**config.mk**
```make
export PLATFORM = sky130hd
export DESIGN_NAME = key_led_ctrl
export DESIGN_NICKNAME = d
export VERILOG_FILES = /design/src/rtl/key_led_ctrl_pkg.sv /design/src/rtl/key_led_ctrl_debounce.sv /design/src/rtl/key_led_ctrl.sv
export SDC_FILE = /design/constraint.sdc
export NUM_CORES = 1
export LEC_CHECK = 0
export ABC_AREA = 1
export BUFFER_PORTS_ARGS = -buffer_cell sky130_fd_sc_hd__buf_2
export CAP_MARGIN = 5
export CORE_MARGIN = 5
export CORE_UTILIZATION = 63
export CTS_CLUSTER_SIZE = 12
export DETAILED_ROUTE_END_ITERATION = 7
export PLACE_DENSITY = 0.8
export SLEW_MARGIN = 25
export SYNTH_ARGS = -nofsm -noshare
export SYNTH_HDL_FRONTEND = slang
export SYNTH_HIERARCHICAL = 1
export SYNTH_SLANG_ARGS = --single-unit
```
**constraint.sdc**
```tcl
create_clock -name sys_clk -period 2.2 [get_ports sys_clk]
set_input_delay 0.33 -clock sys_clk [delete_from_list [all_inputs] [get_ports sys_clk]]
set_output_delay 0.33 -clock sys_clk [all_outputs]
set_load 0.02 [all_outputs]
```
**src/rtl/key_led_ctrl_pkg.sv**
```systemverilog
// Shared mode encodings and LED load patterns for the key-to-LED controller.
package key_led_ctrl_pkg;

    typedef enum logic [2:0] {
        IDLE   = 3'd0,
        FLOW_L = 3'd1,
        FLOW_R = 3'd2,
        BLINK  = 3'd3,
        ALL_ON = 3'd4
    } mode_e;

    localparam logic [3:0] LED_OFF    = 4'b0000;
    localparam logic [3:0] LED_FLOW_L = 4'b0001;
    localparam logic [3:0] LED_FLOW_R = 4'b1000;
    localparam logic [3:0] LED_BLINK  = 4'b1111;
    localparam logic [3:0] LED_ALL_ON = 4'b1111;

    function automatic logic [3:0] load_pattern(input mode_e m);
        case (m)
            FLOW_L:  load_pattern = LED_FLOW_L;
            FLOW_R:  load_pattern = LED_FLOW_R;
            BLINK:   load_pattern = LED_BLINK;
            ALL_ON:  load_pattern = LED_ALL_ON;
            default: load_pattern = LED_OFF;
        endcase
    endfunction

endpackage

```
**src/rtl/key_led_ctrl_debounce.sv**
```systemverilog
// One push-button: 2-flop synchroniser, stability counter, debounced level and press pulse.
module key_debounce #(
    parameter int DB_CNT = 1_000_000
) (
    input  logic clk,
    input  logic rst_n,
    input  logic key_raw,
    output logic stable,
    output logic press
);

    localparam int DB_W = (DB_CNT > 1) ? $clog2(DB_CNT) : 1;
    localparam logic [DB_W-1:0] DB_MAX = DB_W'(DB_CNT - 1);

    logic            key_m;
    logic            key_s;
    logic            stable_prev;
    logic [DB_W-1:0] cnt;

    always_ff @(posedge clk) begin
        if (!rst_n) begin
            key_m       <= 1'b1;
            key_s       <= 1'b1;
            stable      <= 1'b1;
            stable_prev <= 1'b1;
            cnt         <= '0;
        end else begin
            key_m       <= key_raw;
            key_s       <= key_m;
            stable_prev <= stable;
            // Any sample agreeing with the accepted level restarts the count.
            if (key_s == stable) begin
                cnt <= '0;
            end else if (cnt == DB_MAX) begin
                stable <= key_s;
                cnt    <= '0;
            end else begin
                cnt <= cnt + 1'b1;
            end
        end
    end

    assign press = stable_prev & ~stable;

endmodule

```
**src/rtl/key_led_ctrl.sv**
```systemverilog
// Four debounced keys select an LED display mode; animated modes advance on a step timer.
// Build option KEY_LED_TOGGLE_EN: re-pressing the current mode's key returns to IDLE.
module key_led_ctrl
    import key_led_ctrl_pkg::*;
#(
    parameter int DB_CNT   = 1_000_000,
    parameter int STEP_CNT = 10_000_000
) (
    input  logic       sys_clk,
    input  logic       sys_rst_n,
    input  logic [3:0] key,
    output logic [3:0] led,
    output logic [2:0] mode
);

    localparam int STEP_W = (STEP_CNT > 1) ? $clog2(STEP_CNT) : 1;
    localparam logic [STEP_W-1:0] STEP_MAX = STEP_W'(STEP_CNT - 1);

    logic [3:0]        key_lvl;
    logic [3:0]        press_raw;
    logic [3:0]        press_q;
    mode_e             state_q;
    mode_e             state_d;
    mode_e             win_mode;
    logic [3:0]        led_d;
    logic [STEP_W-1:0] step_q;
    logic [STEP_W-1:0] step_d;
    logic              step;

    for (genvar i = 0; i < 4; i++) begin : g_key
        key_debounce #(.DB_CNT(DB_CNT)) u_db (
            .clk     (sys_clk),
            .rst_n   (sys_rst_n),
            .key_raw (key[i]),
            .stable  (key_lvl[i]),
            .press   (press_raw[i])
        );
    end

    always_ff @(posedge sys_clk) begin
        if (!sys_rst_n) begin
            state_q <= IDLE;
            led     <= LED_OFF;
            step_q  <= '0;
            press_q <= '0;
        end else begin
            state_q <= state_d;
            led     <= led_d;
            step_q  <= step_d;
            press_q <= press_raw & ~key_lvl;
        end
    end

    always_comb begin
        win_mode = IDLE;
        state_d  = state_q;
        led_d    = led;
        step_d   = '0;
        step     = (step_q == STEP_MAX);

        // Fixed priority: lowest key index wins, the rest are dropped.
        if (press_q[0])      win_mode = FLOW_L;
        else if (press_q[1]) win_mode = FLOW_R;
        else if (press_q[2]) win_mode = BLINK;
        else if (press_q[3]) win_mode = ALL_ON;

        if (press_q != 4'b0000) begin
`ifdef KEY_LED_TOGGLE_EN
            if (win_mode == state_q) begin
                state_d = IDLE;
                led_d   = LED_OFF;
            end else begin
                state_d = win_mode;
                led_d   = load_pattern(win_mode);
            end
`else
            state_d = win_mode;
            led_d   = load_pattern(win_mode);
`endif
        end else begin
            case (state_q)
                FLOW_L:  if (step) led_d = {led[2:0], led[3]};
                FLOW_R:  if (step) led_d = {led[0], led[3:1]};
                BLINK:   if (step) led_d = ~led;
                default: ;
            endcase
            if (state_q inside {FLOW_L, FLOW_R, BLINK})
                step_d = step ? '0 : step_q + 1'b1;
        end
    end

    assign mode = state_q;

endmodule
```
======== Word-level counts from Yosys, hierarchy flattened ========
Index checks and enable logic that the tools add are counted.
storage, ports and cells
  flip-flop bits (word level) ............. 131
  latch bits .............................. 0
  bits in writable memories ............... 0
  ROM bits ................................ 0
  input port bits ......................... 6
  output and inout bits ................... 7
  word-level logic and storage cells ...... 89
  memories kept ........................... 0
operators by class
  add/subtract/negate cells ............... 5
  multiply operators ...................... 0
  divide/modulo/power cells ............... 0
  $lt $le $gt $ge ......................... 0
  eq/ne operators ......................... 19
  shifts and indexed selects .............. 0
  mux-type cells .......................... 10
  bitwise operators ....................... 17
  reduce and logical (&&, ||, !) cells .... 14
operator list
  operator                 number
  $add A20 B1 Y20 const B  4
  $eq A20 B20 Y1 const B   4
  $add A24 B1 Y24 const B  1
  $eq A24 B24 Y1 const B   1
  $pmux W4 S3              2
  $mux W4                  4
  $eq A3 B2 Y1 const B     4
  $mux W3                  4
  $reduce_or A3 Y1         4
  $not A1 Y1               10
  $ne A3 B3 Y1 const B     3
  $not A4 Y4               2
  $reduce_and A2 Y1        4
  $reduce_bool A4 Y1       2
  $eq A3 B1 Y1 const B     2
  $and A1 B1 Y1            4
  $and A4 B4 Y4            1
  $eq A1 B1 Y1             4
  $reduce_and A4 Y1        1
  $reduce_or A4 Y1         1
  $eq A3 B3 Y1 const B     1
  $reduce_bool A3 Y1       1
  $reduce_or A2 Y1         1

======== Logic depth before layout (Yosys ltp) ========
Gate-level depths: netlist of run 1.
  depth after elaboration ................. 8
  gate-level depth with buffers ........... 9

======== Cells and area by module ========
Netlist of run 1, hierarchy kept.
by module, submodules not included
  module        times used  cells an instance  area an instance (um2)  seq. area each (um2)
  key_debounce  4           156                1177.4                  480.5
  key_led_ctrl  1           283                1893.1                  700.7

======== Worst setup path after synthesis of run 1 ========
Ideal clock, no wire load.
  path type ............................... register -> register
  start point ............................. reg step_q[0]
  end point ............................... reg step_q[14]
  arrival time ............................ 1.285 ns
  data required time ...................... 2.130 ns
  path slack .............................. 0.845 ns
  cell stages (with the launch flop) ...... 7
  buffers on the path ..................... 0
  cells stage by stage .................... dfxtp_1 ha_1 nand3_1 nor2_2 nand3_1 or2_1 a21oi_1
on the way
  cells in the longest elaborated chain, start to end .. 2
  elaborated cells between the ends (all ways) .. 3
  classes of those cells .................. add/sub: 1; eq/ne: 1; reduce/logical: 1
RTL lines
  item                                                     line                RTL
  start, declared                                          key_led_ctrl.sv:26  logic [STEP_W-1:0] step_q;
  start signal, assigned                                   key_led_ctrl.sv:49  step_q <= step_d;
  branches (longest 2 deep; another with $add A24 B1 Y24)  --
Several ways; the timed one is not identified.
A chain may end at the register's enable or synchronous reset.

======== Final worst setup path of run 1 ========
Same ends and word-level chain as after synthesis.

==> impl_metrics.yaml, run 1 <==
run_status:
  status: "complete, no violations"
sta:
  fin_setup_tns_ns: 0
  min_period_ns: 1.55
  hold_ws_ns: 0.0350
  worstMarginPinSlew_ns: 0.378
  rsz0062_at_grt: "no"
  timing.final.hold_violations: 0
  slew_headroom: 0.748
  max_freq_mhz: 645
  finalMaxSlewViolations: 0
  fin_skew_ns: 0.00763
  timing.final.crit_share: 0.705
  finalSetupViolations: 0
setup_path:
  cp.arrival_ns: 2.00
  required_ns: 2.65
  r2r_slack_ns: 0.65
  worstReg2RegStart: "step_q[0]"
  r2r-end: "step_q[14]"
  endpoint_kind: "register"
  crit_path_start_kind: "register"
  cp-startpoint: "step_q[0]"
  reg2reg_depth: 6
  crit_fanout: 6
  critPathKind: "register to register"
synthesis:
  synthMuxAreaShare: 0
  synth_top_area_cell: "dfxtp_1"
  yosysSeqAreaShare: 0.397
  syn_area_per_cell_um2: 7.28
  synth_cell_type_count: 34
  yosysWarnings: 6
  synth_seq_cells: 131
  synth-xor-area-share: 0.0663
  synth.top_cell.area_share: 0.397
  syn-num-nets: 918
  synthSimpleGateAreaFrac: 0.414
  synthAdderAreaFrac: 0.00948
  synth_cells: 907
  synth_top_family_by_area: "simple AND/OR/NAND/NOR gates"
  synth_area_leaders: "dfxtp_1, nand2_1, nor2_1, nor2_2, nand3_1"
  syn-cell-area_um2: 6600
  synth_compound_area_frac: 0.0474
grt:
  grtUsageTotal: 0.215
  grt_max_degree: 25
  first_global_vias: 5404
  grt_pass1_wl_mm: 22.9
  antenna_found_initial: 0
  gr-total-overflow: 0
placed_design:
  port_buffers: 12
  gp_congestion: 0.869
  hpwl_mm: 8.96
  place_area_um2: 6740
  dp.cells: 1050
die:
  dieArea_um2: 12600
  core-area_um2: 10300
  die_h_um: 112
  start_util: 0.642
  io_pins: 13
  row_count: 37
  die_w_um: 112
finish:
  fin_cells: 1085
  nets: 947
  layout_commonest_cell: "nand2_1"
  layout-drive-gt1-share: 0.164
  final_util: 0.715
  fin_area_um2: 7350
  antennaDiodeCount: 0
  layout_common_cells: "nand2_1, nor2_1, dfxtp_1"
  syn_to_final_growth_pct: 11.4
clock_network:
  cts_root_buffer: "clkbuf_8"
  cts_sinks: 131
  cts_inserted_buffers: 17
  clkTransAtPathRegs_ns: 0.06
  cts_tree: "built"
  cts_setup_buffers: 0
  post_cts_resized: 0
  clock_path_buffers: 2
  htree_levels: 4
  clk_latency_ns: 0.52
  postCtsHoldBufs: 3
detailed_routing:
  detail-route-antenna-nets: 0
  vias: 5520
  wl_mm: 12.6
  drt_iter0_drc: 346
  first_pass_iters: 4
  avgViaCountPerCell: 5.09
  wire_per_inst_um: 11.6
  drc: 0
power:
  power_density_nw_per_um2: 702
  leakage_nw: 2.39
  ir_worst_vdd_mv: 0.871
worst_hold_path:
  holdPathStages: 3
  hold_class: "primary input to register"
  min_to: "g_key[2].u_db/key_m"
  hp-start: "key[2]"
run:
  max-cap-violations: 0
[synth_stat cells (all sizes together)]
cell,n
a211oi,1
a21oi,46
buf,7
clkinv,4
dfxtp,131
ha,5
inv,82
nand2,213
nand3,82
nand3b,8
nand4,26
nor2,215
nor3,11
o21ai,6
o21bai,4
or2,16
xnor2,22
xor2,28
[flip-flops by register name, indices dropped and copies added (netlist names)]
register	count
g_key.u_db/stable	4
led	4
press_q	4
step_q	24
g_key.u_db/cnt	80
g_key.u_db/stable_prev	4
g_key.u_db/key_m	4
mode	3
g_key.u_db/key_s	4
[power breakdown]
part | internal [W] | switching (W)
clock | 0.00165 | 0.00106
sequential | 0.00238 | 0.00000636
combinational | 0.0000194 | 0.0000365
total | 0.00406 | 0.00110
[per-stage QoR]
stage	power, W	worst slack (ns)
after detailed placement	0.00249	0.615
after global placement	0.00249	0.670
after CTS	0.00521	0.638
final	0.00516	0.649
after floorplan	0.00248	0.845
after global routing	0.00535	0.457
[cell families after synthesis]
logic type / Yosys count
buffers and inverters: 93
and+or+nand+nor: 571
xor gates and xnor gates: 50
AOI/OAI and AO/OA: 57
DFF: 131
adders and majority gates: 5
[critical path, stage by stage (launching register included)]
cell	delay (ns)
dfxtp_1	0.35
ha_1	0.28
nand3_1	0.19
nor2_2	0.20
nand3_1	0.12
or2_1	0.22
a21oi_1	0.11
[final cells by class]
cell class,count,area [um2]
clock inverter,13,151
timing repair buffer,17,105
sequential,131,2620
clock buffer,19,432
inverter,86,323
tap,136,170
multi-input combinational,683,3550
fill,841,2920
[worst max path at each step]
stage,cells after the start,slack [ns],to
6_report,6,0.65,step_q[14]
5_1_grt,6,0.46,step_q[14]
4_1_cts,6,0.64,step_q[14]
3_5_place_dp,5,0.61,step_q[18]
3_3_place_gp,5,0.67,step_q[14]
2_1_floorplan,6,0.84,step_q[14]
[layer usage]
metal,vias up,global-route usage,wire length [um],share of wire
met5,-,0,0,0
met4,0,0.0705,131,0.010
met3,12,0.0642,363,0.029
met2,59,0.373,6140,0.49
met1,2505,0.255,5940,0.47
li1,2944,-,-,-
(Power assumes the default switching activity.)
==> run 2, diff against run 1 <==
- clock period: 2.2 -> 1.51 ns (I/O delays scaled with it)
==> run 2 against run 1 <==
Effect of this change: worst setup slack worse by 0.61 ns; wire length up 6.2%; register-to-register slack worse by 0.58 ns; non-clock buffer count up 9; critical endpoint is now step_q[7]; largest power group unchanged.
==> impl_metrics.yaml, run 2 (synthesis results as in run 1) <==
grt:
  first_global_vias: 5415
  antenna_found_initial: 0
  grt_max_degree: 18
  grtUsageTotal: 0.220
  gr-total-overflow: 0
  grt_pass1_wl_mm: 23.3
setup_path:
  critPathKind: "primary input to register"
  critPathTopFamily: "buffers and inverters"
  slowest_delay_ns: 0.52
  required_ns: 1.96
  endpoint_kind: "register"
  crit_path_start_kind: "primary input"
  crit_fanout: 12
  crit_chain: "dlygate4sd3_1 -> buf_2 -> inv_1 -> nor2_2 -> nand4_2 -> a21oi_1"
  worst-path-buf-inv: 3
  cp.arrival_ns: 1.92
  critPathSlowestCell: "dlygate4sd3_1"
detailed_routing:
  wl_mm: 13.4
  avgViaCountPerCell: 5.27
  drt_iter0_drc: 391
  wire_per_inst_um: 12.2
  vias: 5757
  drc: 0
  detail-route-antenna-nets: 0
  first_pass_iters: 7
power:
  p_total_w: 0.00761
  leakage_nw: 2.46
  power_density_nw_per_um2: 1000
  ir_worst_vdd_mv: 0.796
sta:
  timing.final.hold_violations: 0
  timing.final.crit_share: 0.977
  worstMarginPinSlew_ns: 0.456
  finalSetupViolations: 0
  rsz0062_at_grt: "yes"
  min_period_ns: 1.47
  fin_skew_ns: 0.0112
  hold_ws_ns: 0.402
  finalMaxSlewViolations: 0
  slew_headroom: 0.696
  max_freq_mhz: 678
placed_design:
  gp_congestion: 0.909
  port_buffers: 12
  hpwl_mm: 9.02
  dp.cells: 1056
  place_area_um2: 6790
die:
  start_util: 0.642
  die_h_um: 112
  core-area_um2: 10300
  dieArea_um2: 12600
  io_pins: 13
  die_w_um: 112
  row_count: 37
finish:
  regMostFlops: "g_key.u_db/cnt"
  largest_reg_flops: 80
  final_util: 0.737
  antennaDiodeCount: 0
  nFillCells: 796
  largest_registers: "g_key.u_db/cnt (80), step_q (24)"
  layout-drive-gt1-share: 0.186
  nets: 958
  fin_cells: 1093
  fin_area_um2: 7580
  layout_common_cells: "nand2_1, nor2_1, dfxtp_1"
  syn_to_final_growth_pct: 14.8
  layout_commonest_cell: "nand2_1"
clock_network:
  htree_levels: 4
  clock_path_buffers: 2
  cts_inserted_buffers: 17
  clkTransAtPathRegs_ns: 0.06
  cts_root_buffer: "clkbuf_8"
  cts_sinks: 131
  clk_latency_ns: 0.53
  cts_tree: "built"
run:
  max-cap-violations: 0
run_status:
  status: "complete, no violations"
worst_hold_path:
  hold_class: "register to register"
-- run 2: timing repair --
| item | 4_1_cts | 5_1_grt |
|---|---|---|
| resized for setup | 1 | 26 |
| gates cloned | 1 | 1 |
| hold buffers | 5 | 0 |
| hold endpoints to repair | 8 | 0 |
| setup endpoints to repair | 6 | 68 |
| buffers inserted | 0 | 1 |
| pin swaps | 0 | 2 |
-- run 2: layout make-up --
cell class	instances	area (um2)	share of cell area
inverter	86	323	0.0426
multi-input combinational	685	3700	0.489
clock inverter	9	131	0.0173
clock buffer	20	445	0.0588
timing repair buffer	26	178	0.0234
sequential	131	2630	0.347
tap	136	170	0.0225
-- run 2: metrics by stage --
step	setup slack [ns]	TNS, ns
floorplan	0.155	0
global placement	0.0872	0
detailed placement	0.0369	0
CTS	-0.00268	-0.00268
global route	-0.0295	-0.0813
finish	0.0354	0
-- run 2: per-layer routing --
metal	vias to the layer above	global-route usage	routed length, um
met1	2648	0.269	6090
met3	27	0.0561	485
li1	2982	-	-
met2	100	0.374	6580
met5	-	0	0
met4	0	0.0793	201
-- run 2: final timing paths --
check / from / end / slack, ns / depth (start not counted)
max: sys_rst_n / step_q[7] / 0.04 / 6
min: g_key[1].u_db/key_m / g_key[1].u_db/key_s / 0.40 / 2
max reg2reg: step_q[5] / step_q[7] / 0.07 / 7
min reg2reg: g_key[1].u_db/key_m / g_key[1].u_db/key_s / 0.40 / 2
-- run 2: power by group --
group          internal, W   total, W  switching, W
Clock              0.00257    0.00403       0.00146
Sequential         0.00347    0.00348    0.00000942
Combinational    0.0000378  0.0000979     0.0000601
Total              0.00608    0.00761       0.00153
-- run 2: worst min-delay path, stage by stage, from the launching register on --
cell     delay, ns
dfxtp_1       0.30
inv_1         0.03
nand2_1       0.04
